**config.mk**
```make
export PLATFORM = sky130hd
export DESIGN_NAME = instruction_fetch
export DESIGN_NICKNAME = d
export VERILOG_FILES = /design/src/rtl/instruction_fetch_pkg.sv /design/src/rtl/instruction_fetch_queue.sv /design/src/rtl/instruction_fetch.sv
export SDC_FILE = /design/constraint.sdc
export NUM_CORES = 1
export LEC_CHECK = 0
export CORE_MARGIN = 1.5
export CORE_UTILIZATION = 40
export CTS_BUF_LIST = sky130_fd_sc_hd__clkbuf_8
export DETAILED_ROUTE_END_ITERATION = 12
export GPL_TIMING_DRIVEN = 0
export PLACE_DENSITY = 0.61
export SETUP_SLACK_MARGIN = 0.02
export SKIP_LAST_GASP = 1
export SLEW_MARGIN = 20
export SYNTH_ARGS = -nofsm -noshare
export SYNTH_HDL_FRONTEND = slang
export SYNTH_SLANG_ARGS = --single-unit
```
**constraint.sdc**
```tcl
create_clock -name clk -period 6.68 [get_ports clk]
set_input_delay 2.004 -clock clk [delete_from_list [all_inputs] [get_ports clk]]
set_output_delay 2.004 -clock clk [all_outputs]
set_load 0.005 [all_outputs]
```
**src/rtl/instruction_fetch_pkg.sv**
```systemverilog
// ProcessorStructs: types and constants shared by the fetch stage.
//   fetch_state_t - fetch controller states (FETCH, DROP)
//   fetch_entry_t - one prefetch queue entry {pc, instr}
//   NOP_INSTR     - word presented to the core when nothing is queued
//   PC_STEP       - byte distance between consecutive instruction words
// Entry field widths are fixed here, so the ibus/mbus parameters of the
// fetch stage must stay equal to IBUS/MBUS.
package ProcessorStructs;

  localparam int IBUS = 32;
  localparam int MBUS = 32;

  typedef enum logic {
    FETCH = 1'b0,
    DROP  = 1'b1
  } fetch_state_t;

  typedef struct packed {
    logic [MBUS-1:0] pc;
    logic [IBUS-1:0] instr;
  } fetch_entry_t;

  // MOV R0,R0
  localparam logic [IBUS-1:0] NOP_INSTR = 32'h2000_0000;
  localparam logic [MBUS-1:0] PC_STEP   = 32'd4;

endpackage

```
**src/rtl/instruction_fetch_queue.sv**
```systemverilog
// fetch_queue: synchronous FIFO of fetch_entry_t used as the prefetch buffer.
//   clk, rst - clock, synchronous active-high reset
//   push     - write din at the tail (caller never pushes when full)
//   pop      - drop the head (caller never pops when empty)
//   flush    - empty the queue; wins over push and pop
//   din      - entry to push
//   count    - number of valid entries, 0..DEPTH
//   head     - oldest entry, read combinationally from the storage array
module fetch_queue
  import ProcessorStructs::*;
#(
  parameter int DEPTH = 4,
  localparam int AW = $clog2(DEPTH)
) (
  input  logic         clk,
  input  logic         rst,
  input  logic         push,
  input  logic         pop,
  input  logic         flush,
  input  fetch_entry_t din,
  output logic [AW:0]  count,
  output fetch_entry_t head
);

  localparam logic [AW:0] ONE = 1;

  // DEPTH is a power of two, so the pointers wrap on their own.
  logic [AW-1:0] rd_ptr;
  logic [AW-1:0] wr_ptr;
  fetch_entry_t  mem [DEPTH];

  // NOTE: sequential state is updated with non-blocking assignments so every
  // register samples pre-edge values regardless of statement order.
  always_ff @(posedge clk) begin
    if (rst || flush) begin
      rd_ptr <= '0;
      wr_ptr <= '0;
      count  <= '0;
    end else begin
      if (push) wr_ptr <= wr_ptr + 1'b1;
      if (pop)  rd_ptr <= rd_ptr + 1'b1;
      unique case ({push, pop})
        2'b10:   count <= count + ONE;
        2'b01:   count <= count - ONE;
        default: count <= count;
      endcase
    end
  end

  // NOTE: the storage array has no reset; count gates every read of it, so
  // clearing it would only cost reset fan-out.
  always_ff @(posedge clk) begin
    if (push && !flush) mem[wr_ptr] <= din;
  end

  assign head = mem[rd_ptr];

endmodule

```
**src/rtl/instruction_fetch.sv**
```systemverilog
// instruction_fetch: front-end fetch stage feeding the Processor core.
//   clk, rst          - clock, synchronous active-high reset
//   imem_req/addr     - registered read request to instruction memory
//   imem_ack/rdata    - read completion, sampled while imem_req is high
//   stall             - core does not consume the head this cycle
//   redirect/_pc      - flush the queue and restart fetch at redirect_pc
//   instruction/pcDir - head-of-queue word and its address (NOP when empty)
//   valid             - the prefetch queue holds at least one word
module instruction_fetch
  import ProcessorStructs::*;
#(
  parameter int              ibus     = 32,
  parameter int              mbus     = 32,
  parameter int              DEPTH    = 4,
  parameter logic [mbus-1:0] RESET_PC = '0
) (
  input  logic            clk,
  input  logic            rst,
  output logic            imem_req,
  output logic [mbus-1:0] imem_addr,
  input  logic            imem_ack,
  input  logic [ibus-1:0] imem_rdata,
  input  logic            stall,
  input  logic            redirect,
  input  logic [mbus-1:0] redirect_pc,
  output logic [ibus-1:0] instruction,
  output logic [mbus-1:0] pcDir,
  output logic            valid
);

  localparam int CW = $clog2(DEPTH) + 1;
  localparam logic [CW-1:0] FULL = CW'(DEPTH);

  fetch_state_t    state, state_n;
  logic            req_n;
  logic [mbus-1:0] addr_n;
  logic [mbus-1:0] target, target_n;   // redirect target held during DROP
  logic [mbus-1:0] last_pc;            // pcDir shown while the queue is empty
  logic [CW-1:0]   count, count_next;
  logic            push, pop;
  fetch_entry_t    head, din;
  logic [mbus-1:0] redirect_tgt;

  assign redirect_tgt = {redirect_pc[mbus-1:2], 2'b00};
  assign valid        = (count != '0);

  // Redirect wins over both ends of the queue; in DROP the returning word
  // belongs to the abandoned stream and is never pushed.
  assign pop  = valid && !stall && !redirect;
  assign push = (state == FETCH) && imem_req && imem_ack && !redirect;
  assign din  = '{pc: imem_addr, instr: imem_rdata};

  fetch_queue #(.DEPTH(DEPTH)) u_queue (
    .clk   (clk),
    .rst   (rst),
    .push  (push),
    .pop   (pop),
    .flush (redirect),
    .din   (din),
    .count (count),
    .head  (head)
  );

  // NOTE: every signal driven here gets a default first, so no path leaves it
  // unassigned and no latch is inferred.
  always_comb begin
    count_next = redirect ? '0 : count + CW'(push) - CW'(pop);
    state_n    = state;
    req_n      = imem_req;
    addr_n     = imem_addr;
    target_n   = target;

    if (redirect) begin
      if (imem_req && !imem_ack) begin
        // Old request still in flight: keep it on the bus and swallow its ack.
        state_n  = DROP;
        target_n = redirect_tgt;
      end else begin
        state_n = FETCH;
        req_n   = 1'b1;
        addr_n  = redirect_tgt;
      end
    end else begin
      unique case (state)
        FETCH: begin
          if (imem_req && imem_ack) addr_n = imem_addr + PC_STEP;
          // A pending request always has room, so this also holds it high.
          req_n = (count_next < FULL);
        end
        DROP: begin
          if (imem_ack) begin
            state_n = FETCH;
            req_n   = 1'b1;
            addr_n  = target;
          end
        end
        default: state_n = FETCH;
      endcase
    end
  end

  always_ff @(posedge clk) begin
    if (rst) begin
      state     <= FETCH;
      imem_req  <= 1'b0;
      imem_addr <= RESET_PC;
      target    <= RESET_PC;
      last_pc   <= RESET_PC;
    end else begin
      state     <= state_n;
      imem_req  <= req_n;
      imem_addr <= addr_n;
      target    <= target_n;
      if (pop) last_pc <= head.pc;
    end
  end

  assign instruction = valid ? head.instr : NOP_INSTR;
  assign pcDir       = valid ? head.pc    : last_pc;

endmodule

```
Yosys cells after proc, flatten, opt, wreduce, memory -nomap -nowiden
Memory sizes are Yosys's and may differ from the RTL's. A register that Yosys moved wholly into a read port is not among the register bits.
Cells that the tools add are included.
Word-level totals
  bits in registers: 103
  latch bits: 0
  memory bits (writable): 256
  memory bits (read-only): 0
  bits of input ports: 69
  word-level logic and storage cells: 61
  memories kept: 1
Memories
  u_queue.mem: depth 4, bits a word 64, rd ports 1, clocked after memory_dff 1, write ports 1, RTL line instruction_fetch_queue.sv:30  | fetch_entry_t mem [DEPTH];
Cells by class
  add/subtract/negate cells: 7
  multiply operators: 0
  div/mod/pow operators: 0
  magnitude comparators: 1
  eq/ne operators: 5
  shift-type cells: 0
  multiplexer cells: 21
  bitwise logic cells: 1
  reduce and logical (&&, ||, !) cells: 17
Operators with widths (count)
  two-way mux 32 bit: 6
  one-hot mux 32 bit (2 select lines): 1
  adder 32 x 3 -> 32 bit (second input constant): 1
  two-way mux 1 bit: 9
  logical AND 1 bit: 8
  one-hot mux 3 bit (2 select lines): 1
  adder 2 x 1 -> 2 bit (second input constant): 2
  two-way mux 2 bit: 2
  AND reduction 2 bit: 2
  adder 3 x 1 -> 3 bit: 1
  adder 3 x 1 -> 3 bit (second input constant): 1
  zero test 1 bit: 3
  less-than comparator 3 bit (second input constant): 1
  two-way mux 3 bit: 1
  != test 3 x 2 -> 1 bit (second input constant): 1
  != test 3 bit (second input constant): 1
  AND reduction 3 bit: 1
  nonzero test 3 bit: 1
  subtractor 3 x 1 -> 3 bit: 1
  subtractor 3 x 1 -> 3 bit (second input constant): 1
  == test 2 x 1 -> 1 bit (second input constant): 1
  == test 2 bit (second input constant): 1
  != test 2 bit (second input constant): 1
  one-hot mux 1 bit (2 select lines): 1
  3 further kinds: 3

Longest topological paths before layout
Gate-level depths: netlist (run 1).
  word-level depth: 10
  gate-level depth with buffers: 11
  gate-level depth less buffers: 10

By module
Synthesis (run 1) repeated with hierarchy kept, for this count alone.
Second synthesis, totals
  cell total of the unflattened synthesis: 1081
  area total of the unflattened synthesis: 14920.6 um^2
Modules (own cells, without submodules)
  fetch_queue: instances 1, cells each 381, area each 9743.1 um^2, seq. area each 7867.5 um^2
  instruction_fetch: instances 1, cells each 700, area each 5177.5 um^2, seq. area each 1881.8 um^2

Least setup slack after synthesis (run 1)
OpenSTA, ideal clock, no wires.
  path kind: input to register
  start: input redirect
  end: memory u_queue.mem[0][0] in the netlist's numbering, enable pin
  setup time: 0.426 ns
  arrival time: 4.412 ns
  slack: 1.842 ns
  cell stages on the path: 5
  buffers on the path: 2
  cell sequence: clkbuf_1 > or2_2 > clkbuf_1 > nor3_2 > and2_1
On the way
  cells in the longest elaborated chain, start to end: 5
RTL lines
  from (decl): RTL line instruction_fetch.sv:24  | input logic redirect,
  zero test 1 bit *: RTL line instruction_fetch_queue.sv:53, instruction_fetch.sv:50
  logical AND 1 bit: RTL line instruction_fetch.sv:50  | assign push = (state == FETCH) && imem_req && imem_ack && !redirect;
  logical AND 1 bit *: RTL line instruction_fetch_queue.sv:53  | if (push && !flush) mem[wr_ptr] <= din;
  two-way mux 1 bit *: RTL line instruction_fetch_queue.sv:53
  two-way mux 1 bit (not written as such) *: RTL line instruction_fetch_queue.sv:53
  to (decl): RTL line instruction_fetch_queue.sv:30
Every way passes the cells marked *; elsewhere a longest branch is shown, timed or not.

Worst setup path after layout (run 1)
  start: register u_queue.count[0]
  end: output pcDir[30]
On the way
  cells in the longest elaborated chain, start to end: 2
RTL lines
  from (decl): RTL line instruction_fetch_queue.sv:21  | output logic [AW:0] count,
  from (signal assigned): RTL line instruction_fetch_queue.sv:43  | 2'b10: count <= count + ONE;
  from (signal assigned): RTL line instruction_fetch_queue.sv:44  | 2'b01: count <= count - ONE;
  from (signal assigned): RTL line instruction_fetch_queue.sv:45  | default: count <= count;
  nonzero test 3 bit: RTL line instruction_fetch.sv:45  | assign valid = (count != '0);
  two-way mux 32 bit: RTL line instruction_fetch.sv:119  | assign pcDir = valid ? head.pc : last_pc;
  to (decl): RTL line instruction_fetch.sv:27  | output logic [mbus-1:0] pcDir,
No other way between the ends.

==> metrics.txt, run 1 <==
Worst-path clk slew 0.06 ns; Hold Buf Count CTS 0; PwrDens 248 nW/um2; required time worst endpoint 4.68 ns; critical path endpoint category primary output; clock skew 0.0220 ns; root buffer cell clkbuf_8; asr flop ratio synth 0%; postcts setup bufs 0; pin count of the biggest net entering global routing 43; share of cells above drive strength 1 14.3%; WL per Instance 20.9 um; initial antenna violation count 0; ranking of synthesized cells by area edfxtp_1 52%, dfxtp_1 14%, mux4_2 9.7%; Crit Path Class reg2out; Tightest Pin Transition 0.945 ns; Slew headroom 36.8%; hold slack 0.449 ns; Startpoint Class register; Storage cell area 9470 um2; Avg Vias per Cell 5.39; vias 9,621; HPWL after DPL 24,700 um; Max Cap Viol 0; GPL Wtd Cong 0.863; multi-input logic area 4640 um2; leading area contributor after synthesis edfxtp_1; min Tclk post-route 5.81 ns; most common cell after layout, fill and taps aside edfxtp_1; I/O pin count 167; overflow left after global routing 0; chip height 193 um; Initial Util 40.6%; worst skew pair latency 0.60 ns; DRT antenna net count 0; Initial DRT Pass Iterations 6; area grow syn2layout 22.8%; worst vdd ir 0.114 mV; number of global-route vias before repair 9,613; filler instances 3,177; FP Rows 69; Syn Inst Count 1,054; Critical path origin u_queue.count[0]; maximum clock rate 172 MHz; commonest non-fill, non-tap cells in the layout 248 x edfxtp_1, 171 x nand2_1, 159 x clkdlybuf4s50_1; RSZ-0062 raised after global routing no; DRT Wirelength 37,300 um; iteration-0 DRC count of the detailed router 869; PortBufs 159; main flop type after synthesis edfxtp_1; post-CTS sizing 0; Post-synth EDFFs 248; # DRC 0; post-synth top area share 51.6%; sequential area share after synthesis 65.6%; Antenna Cells 0; leak pwr 0.00572 uW; Netlist cell types 67; Num CTS Buffers 56; first-pass GRT wire length 55,500 um; HP Start target[20]; status finished, final reports clean; Worst Path Max Fanout 10; CTS tree done; final net count 1,355; Die ar. 37,200 um2; final hold viol count 0; Synth Register Bits 349; post-synthesis instance area 14,400 um2; setup TNS 0 ns; Syn. warnings 0; CP arrival 3.80 ns; post-synthesis area per instance 13.7 um2; Reg-to-Reg Start u_queue.count[0]; pins over their slew limit 0; Sinks on Clock Net 349; clk buf depth 3; Die Width 193 um; Core Box Area 35,600 um2; Tot GR Track Use 20.0%; period utilisation layout 87.0%; # setup viols final 0; hold crit path type reg2reg; htree depth 2
-- flip-flops by register name, indices dropped and copies added (netlist names), named ones only --
register / count
state: 1
imem_addr: 30
target: 30
imem_req: 1
u_queue.wr_ptr: 2
u_queue.rd_ptr: 2
u_queue.mem: 248
last_pc: 30
u_queue.count: 3
-- critical path: stages, from the launching register on --
cell and delay (ns):
dfxtp_1 0.34, nor3_1 0.73, clkinv_1 0.74, clkbuf_1 0.49, mux2_2 0.33, clkdlybuf4s50_1 0.58
-- synth_stat cells (5+ instances only) --
cell      number
o21ai_0       35
ha_1           7
inv_1         13
edfxtp_1     248
dfxtp_1      101
nand2_1      171
a21oi_1       93
mux2_2        31
nor3_1         7
nor2_1        32
nand3_1       13
nand4_1       10
o211ai_1       5
clkbuf_1      58
and3_1        12
mux4_2        62
mux2i_1        5
a31oi_1        8
and2_1        40
buf_2          7
nor4_1        11
-- where the power goes --
| group | switching (uW) | leakage (uW) | internal, uW |
|---|---|---|---|
| registers | 51.7 | 0.00305 | 2370 |
| clock network | 825 | 0.000594 | 834 |
| logic | 167 | 0.00208 | 144 |
| total | 1040 | 0.00572 | 3340 |
-- layer usage --
layer  routed length, um  vias to the layer above  track usage [%]
met5                   0                        -                0
met4                 894                        0             6.57
met3                2770                       60             4.26
met2               17700                      383             33.0
met1               16000                     4736             26.3
li1                    -                     4442                -
-- final timing paths --
check	end	slack, ns	depth (start not counted)
worst max-delay path	pcDir[30]	0.87	5
worst min-delay path	target[20]	0.45	2
worst min register to register	target[20]	0.45	2
worst max register to register	u_queue.count[2]	3.33	11
-- through the flow --
step / area (um2) / setup WS [ns] / util, % / cells / total power, uW
detailed placement: 16700 / 1.28 / 47.0 / 1681 / 2770
floorplan: 14400 / 1.84 / - / 1057 / 2590
global route: 17700 / 0.641 / 49.8 / 1784 / 4550
global placement: 16600 / 0.155 / 46.7 / 1677 / 2760
CTS: 17700 / 0.631 / 49.8 / 1784 / 4430
finish: 17700 / 0.872 / 49.8 / 1784 / 4390
-- final cells by class --
| class | count | share of cell area, % |
|---|---|---|
| well taps | 461 | 3.25 |
| clock buffers | 57 | 4.43 |
| multi-input cells | 623 | 26.2 |
| repair buffers | 163 | 9.52 |
| inverters | 14 | 0.297 |
| plain buffers | 71 | 1.64 |
| flip-flops and latches | 349 | 53.4 |
| clock inverters | 46 | 1.26 |
-- kinds of logic after synthesis --
kind of cell             after synthesis  synth area share (%)
adder cells (fa/ha/maj)                8                 0.746
buffers and inverters                 85                  2.38
AO/OA/AOI/OAI                        188                  7.79
other                                  1                0.0260
multiplexers                          98                  12.4
flip-flops                           349                  65.6
XOR/XNOR                               6                 0.364
AND/OR/NAND/NOR                      319                  10.6
No activity file was read; power rests on OpenSTA's default activity.
==> run 2: changes to the inputs <==
--- a/config.mk
+++ b/config.mk
@@ -5,13 +5,14 @@
 export SDC_FILE = /design/constraint.sdc
 export NUM_CORES = 1
 export LEC_CHECK = 0
+export ABC_AREA = 1
 export CORE_MARGIN = 1.5
 export CORE_UTILIZATION = 40
 export CTS_BUF_LIST = sky130_fd_sc_hd__clkbuf_8
 export DETAILED_ROUTE_END_ITERATION = 12
 export GPL_TIMING_DRIVEN = 0
 export PLACE_DENSITY = 0.61
-export SETUP_SLACK_MARGIN = 0.02
+export SETUP_SLACK_MARGIN = 0.15
 export SKIP_LAST_GASP = 1
 export SLEW_MARGIN = 20
 export SYNTH_ARGS = -nofsm -noshare
==> run 2 against run 1 <==
- worst hold slack got worse by 0.0037 ns
- first-iteration DRC count decreased by 2.1%
- final area increased by 3.8%
- routed wire length increased by 10%
- largest cell class unchanged
- area after synthesis increased by 2.0%
- total power increased by 8.3%
- die area increased by 2.0%
- count of clock-buffer cells in the layout increased by 7
- flip-flop and latch count unchanged
- final cell count increased by 25%
==> metrics.txt, run 2 <==
CTS tree done; met2 usage 36.0% (+3.1 points); # setup viols final 0 (unchanged); Reg2Reg Depth 14 (+3); maximum clock rate 200 MHz (+16%); count leader, synth nor2_1; leak pwr 0.00653 uW (+14%); chip height 195 um (+0.99%); Tot Pwr 4750 uW (+8.3%); ranking of synthesized cells by area edfxtp_1 51%, dfxtp_1 14%, o21ai_0 7.0%; Tot GR Track Use 21.7% (+1.7 points); PortBufs 158 (-0.63%); Syn Inst Count 1,475 (+40%); iteration-0 DRC count of the detailed router 851 (-2.1%); Largest Register u_queue.mem; hold crit path type reg2reg; final hold viol count 0 (unchanged); Sinks on Clock Net 349 (unchanged); Core Box Area 36,400 um2 (+2.4%); # DRC 0 (unchanged); Tightest Pin Transition 0.747 ns (-0.199 ns); worst skew pair latency 0.65 ns (+0.05 ns); met1 Usage GRT 28.5% (+2.2 points); WHS Path Cells 2 (unchanged); CP endpoint pcDir[23]; commonest non-fill, non-tap cells in the layout 262 x nor2_1, 248 x edfxtp_1, 221 x nand2_1; overflow left after global routing 0 (unchanged); flop2flop setup slack 4.13 ns (+0.80 ns); Worst Path Max Fanout 10 (unchanged); post-synthesis instance area 14,700 um2 (+2.0%); asr flop ratio synth 0% (unchanged); Max Cap Viol 0 (unchanged); DRT antenna net count 0 (unchanged); htree depth 2 (unchanged); postcts setup bufs 0 (unchanged); critical path endpoint category primary output; layer with the highest usage met2; utilization after layout 50.5% (+0.65 points); pin count of the biggest net entering global routing 23 (-47%); Initial DRT Pass Iterations 5 (-1); Synth Register Bits 349 (unchanged); final net count 1,783 (+32%); Hold Buf Count CTS 0 (unchanged); post-CTS sizing 0 (unchanged); required time worst endpoint 4.68 ns (about the same); pins over their slew limit 0 (unchanged); I/O pin count 167 (unchanged); Post-synth top cells 266 x nor2_1, 248 x edfxtp_1, 221 x nand2_1, 207 x o21ai_0, 127 x a21oi_1; Antenna Cells 0 (unchanged); clock skew 0.0304 ns (+0.00835 ns); Die Width 195 um (+0.99%); Slew headroom 50.1% (+13 points); leading area contributor after synthesis edfxtp_1; RSZ-0062 raised after global routing no; status finished, final reports clean; DP Cell Count 2,115 (+26%); setup TNS 0 ns (unchanged); Reg-to-Reg Start u_queue.count[1]; period utilisation layout 74.9% (-12 points); worst vdd ir 0.154 mV (+35%); first-pass GRT wire length 63,100 um (+14%); vias 11,500 (+19%); max reg flops 248 (unchanged); post-synthesis area per instance 9.98 um2 (-27%); Crit Reg-Reg Endpoint u_queue.count[2]; Startpoint Class register; post-synth top area share 50.6% (-1.0 points); Num CTS Buffers 57 (+1.8%); Crit Path Class reg2out; number of global-route vias before repair 11,100 (+16%); DRT Wirelength 41,100 um (+10%); WL per Instance 18.5 um (-12%); Initial Util 40.4% (-0.16 points); met3 Track Usage GR 4.01% (-0.25 points); Syn. warnings 0 (unchanged); Die ar. 38,000 um2 (+2.0%); initial antenna violation count 0 (unchanged); main flop type after synthesis edfxtp_1; PwrDens 258 nW/um2 (+4.3%); Avg Vias per Cell 5.16 (-4.3%); GPL Wtd Cong 0.895 (+3.7%); Worst-path clk slew 0.06 ns (about the same); CP arrival 3.00 ns (-0.80 ns); share of cells above drive strength 1 8.78% (-5.5 points); Netlist cell types 39 (-42%); root buffer cell clkbuf_8; HPWL after DPL 27,900 um (+13%); most common cell after layout, fill and taps aside nor2_1; min Tclk post-route 5.01 ns (-0.803 ns); FP Rows 70 (+1.4%); Layout Cells excl Fill 2,222 (+25%); clk buf depth 3 (unchanged); Post-synth EDFFs 248 (unchanged); area grow syn2layout 24.9%; sequential area share after synthesis 64.3% (-1.3 points)
run 2: cell count changes after synthesis, moves of 11 or more:
cell and change:
buf_2 +17, and3_1 -12, a21oi_1 +34, o21ai_1 +13, and2_1 -40, nor4_1 -11
a22o_1 +22, mux4_2 -62, nand2_1 +50, inv_1 +53, mux2_2 -31, o22ai_1 +29
o21ai_0 +172, nor2_1 +234
run 2: cell type report:
cell class                      instances  area, um2
Clock inverter                         43        328
Multi-Input combinational cell        967       4610
Inverter                               73        274
Buffer                                 89        408
Sequential cell                       349       9470
Clock buffer                           64        881
Timing Repair Buffer                  169       1830
Fill cell                            3387      18000
Tap cell                              468        586
run 2: metrics by stage:
stage / area (um2) / hold slack, ns / worst slack (ns)
2_1_floorplan: 14700 / 0.425 / 1.13
3_3_place_gp: 16900 / 0.433 / -1.59
3_5_place_dp: 17200 / 0.439 / 2.19
4_1_cts: 18400 / 0.448 / 1.56
5_1_grt: 18400 / 0.469 / 1.48
6_report: 18400 / 0.446 / 1.67
run 2: metal layers:
metal  vias to the layer above  share of wire (%)
met5                         -                  0
met4                         0                2.6
met3                        65                7.4
met2                       415                 47
met1                      5421                 43
li1                       5571                  -
run 2: cells by family (layout without fill, tap and decap cells):
logic type	Yosys count	in the layout	synth area share, %
flip-flops	349	349	64.3
buffers and inverters	162	438	4.63
AO/OA/AOI/OAI	415	415	15.3
adder cells (fa/ha/maj)	8	8	0.731
AND/OR/NAND/NOR	531	531	14.5
other	1	4	0.0255
XOR/XNOR	9	9	0.536
run 2: worst max-delay path, cell delays in order (launching register included):
cell,delay (ns)
dfxtp_1,0.29
buf_2,0.20
inv_2,0.19
clkbuf_1,0.45
o21ai_0,0.20
o22ai_1,0.15
inv_1,0.08
o21ai_1,0.23
clkdlybuf4s50_1,0.56
run 2: where the power goes:
group | total [uW] | switching, uW | internal, uW | leakage, uW
logic | 349 | 186 | 163 | 0.00273
clock network | 1950 | 875 | 1080 | 0.000701
registers | 2450 | 73.2 | 2370 | 0.00310
run 2: worst min-delay path by stage:
stage / start / endpoint / slack, ns
final: last_pc[6] / last_pc[6] / 0.45
after global placement: last_pc[20] / last_pc[20] / 0.43
after CTS: last_pc[26] / last_pc[26] / 0.45
after detailed placement: last_pc[26] / last_pc[26] / 0.44
after floorplan: last_pc[16] / last_pc[16] / 0.42
after global routing: last_pc[20] / last_pc[20] / 0.47
==> run 3: changes to the inputs <==
--- a/config.mk
+++ b/config.mk
@@ -11,7 +11,7 @@
 export CTS_BUF_LIST = sky130_fd_sc_hd__clkbuf_8
 export DETAILED_ROUTE_END_ITERATION = 12
 export GPL_TIMING_DRIVEN = 0
-export PLACE_DENSITY = 0.61
+export PLACE_DENSITY = 0.63
 export SETUP_SLACK_MARGIN = 0.15
 export SKIP_LAST_GASP = 1
 export SLEW_MARGIN = 20
==> constraint.sdc (replaced) <==
create_clock -name clk -period 4.6 [get_ports clk]
set_input_delay 1.38 -clock clk [delete_from_list [all_inputs] [get_ports clk]]
set_output_delay 1.38 -clock clk [all_outputs]
set_load 0.005 [all_outputs]
==> run 3 against run 2 <==
- global-route usage decreased by 0.28 points
- first-iteration DRC count decreased by 0.71%
- non-clock buffer count increased by 1
- flip-flop and latch count unchanged
==> metrics.txt, run 3 (synthesis gave the netlist of run 2 again) <==
Avg Vias per Cell 5.20 (+0.80%); Tot Pwr 6690 uW (+41%); critical path's slowest cell clkdlybuf4s50_1; root buffer cell clkbuf_8; Worst Path Max Fanout 10 (unchanged); RSZ-0062 raised after global routing no; DRT Wirelength 40,600 um (-1.0%); number of global-route vias before repair 11,300 (+1.5%); worst skew pair latency 0.63 ns (-0.02 ns); Worst-path clk slew 0.06 ns (about the same); clock skew 0.0289 ns (-0.00148 ns); # setup viols final 0 (unchanged); overflow left after global routing 0 (unchanged); htree depth 2 (unchanged); area grow syn2layout 24.9% (about the same); Post-DP Area 17,200 um2 (+0.38%); leak pwr 0.00649 uW (-0.56%); max reg flops 248 (unchanged); met2 usage 35.3% (-0.78 points); Initial Util 40.4% (unchanged); CP delay by family, top buffers and inverters; cell mode on critical path buf_2; Core Box Area 36,400 um2 (unchanged); vias 11,600 (+0.99%); Slew headroom 50.4% (+0.34 points); initial antenna violation count 0 (unchanged); clk buf depth 3 (unchanged); status finished, final reports clean; Tot GR Track Use 21.4% (-0.28 points); CTS tree done; Crit Path Class reg2out; PortBufs 158 (unchanged); pins over their slew limit 0 (unchanged); Hold Buf Count CTS 0 (unchanged); PwrDens 364 nW/um2 (+41%); worst vdd ir 0.194 mV (+26%); Startpoint Class register; WL per Instance 18.3 um (-1.2%); Initial DRT Pass Iterations 5 (unchanged); filler instances 3,341 (-1.4%); first-pass GRT wire length 62,900 um (-0.46%); WP buf/inv 6 (+1); Tightest Pin Transition 0.743 ns (-0.00333 ns); maximum clock rate 233 MHz; CP max stage delay 0.57 ns (about the same); share of cells above drive strength 1 9.27% (+0.49 points); Die Width 195 um (unchanged); setup TNS 0 ns (unchanged); min Tclk post-route 4.29 ns; I/O pin count 167 (unchanged); final hold viol count 0 (unchanged); CP arrival 2.91 ns (-0.09 ns); required time worst endpoint 3.22 ns (-1.46 ns); hold crit path type reg2reg; critical path endpoint category primary output; final net count 1,785 (+0.11%); iteration-0 DRC count of the detailed router 845 (-0.71%); DRT antenna net count 0 (unchanged); Die ar. 38,000 um2 (unchanged); FP Rows 70 (unchanged); Num CTS Buffers 58 (+1.8%); Max Cap Viol 0 (unchanged); postcts setup bufs 0 (unchanged); most common cell after layout, fill and taps aside nor2_1; GPL Wtd Cong 0.926 (+3.5%); hold slack 0.449 ns (+0.00305 ns); final instance area 18,400 um2 (about the same); flop2flop setup slack 2.09 ns (-2.04 ns); Antenna Cells 0 (unchanged); met3 Track Usage GR 4.32% (+0.31 points); Sinks on Clock Net 349 (unchanged); # DRC 0 (unchanged); layer with the highest usage met2; Largest Register u_queue.mem; commonest non-fill, non-tap cells in the layout 262 x nor2_1, 248 x edfxtp_1, 221 x nand2_1; HPWL after DPL 27,900 um (about the same); chip height 195 um (unchanged); pin count of the biggest net entering global routing 22 (-4.3%); period utilisation layout 93.4%; met1 Usage GRT 28.4% (-0.11 points); crit-path cells buf_2, inv_2, buf_4, buf_2, nor2_1, o22ai_1, inv_1, o21ai_0, clkdlybuf4s50_1
## run 3: report_power, final
| group | internal (uW) | switching, uW |
|---|---|---|
| logic | 238 | 268 |
| registers | 3450 | 107 |
| clock network | 1360 | 1270 |
## run 3: final timing paths
check | cells after the start | startpoint | to
setup reg to reg | 14 | u_queue.count[1] | u_queue.count[2]
setup / recovery | 9 | register | pcDir[15]
hold / removal | 2 | last_pc[20] | last_pc[20]
hold reg to reg | 2 | last_pc[20] | last_pc[20]
## run 3: area by class of cell
class                   instances  area [um2]  share of cell area, %
flip-flops and latches        349        9470                   51.5
multi-input cells             967        4610                   25.1
repair buffers                170        1900                   10.3
clock buffers                  61         840                   4.57
well taps                     468         586                   3.19
plain buffers                  89         413                   2.25
clock inverters                49         290                   1.58
inverters                      73         274                   1.49
## run 3: per-layer routing
layer	share of wire, %	wire [um]
met4	2.5	1030
met2	47	19100
met3	7.8	3190
met5	0	0
met1	43	17300
## run 3: repair_timing
action                                  in CTS  in global routing
resized for setup                            1                  7
endpoints found under the setup margin       1                  7
pin swaps                                    0                  0
## run 3: stage by stage
stage | worst slack [ns] | cells | utilization [%]
after detailed placement | 0.799 | 2116 | 47.3
after floorplan | -0.321 | 1478 | -
after global routing | 0.161 | 2226 | 50.4
after CTS | 0.153 | 2226 | 50.4
after global placement | -2.99 | 2104 | 46.4
final | 0.306 | 2226 | 50.4
## run 3: tightest hold or removal path, delay by kind of cell, from the launching register on
kind | cells | cell delay [ns]
AO/OA/AOI/OAI | 1 | 0.05
flip-flops | 1 | 0.29
buffers and inverters | 1 | 0.06
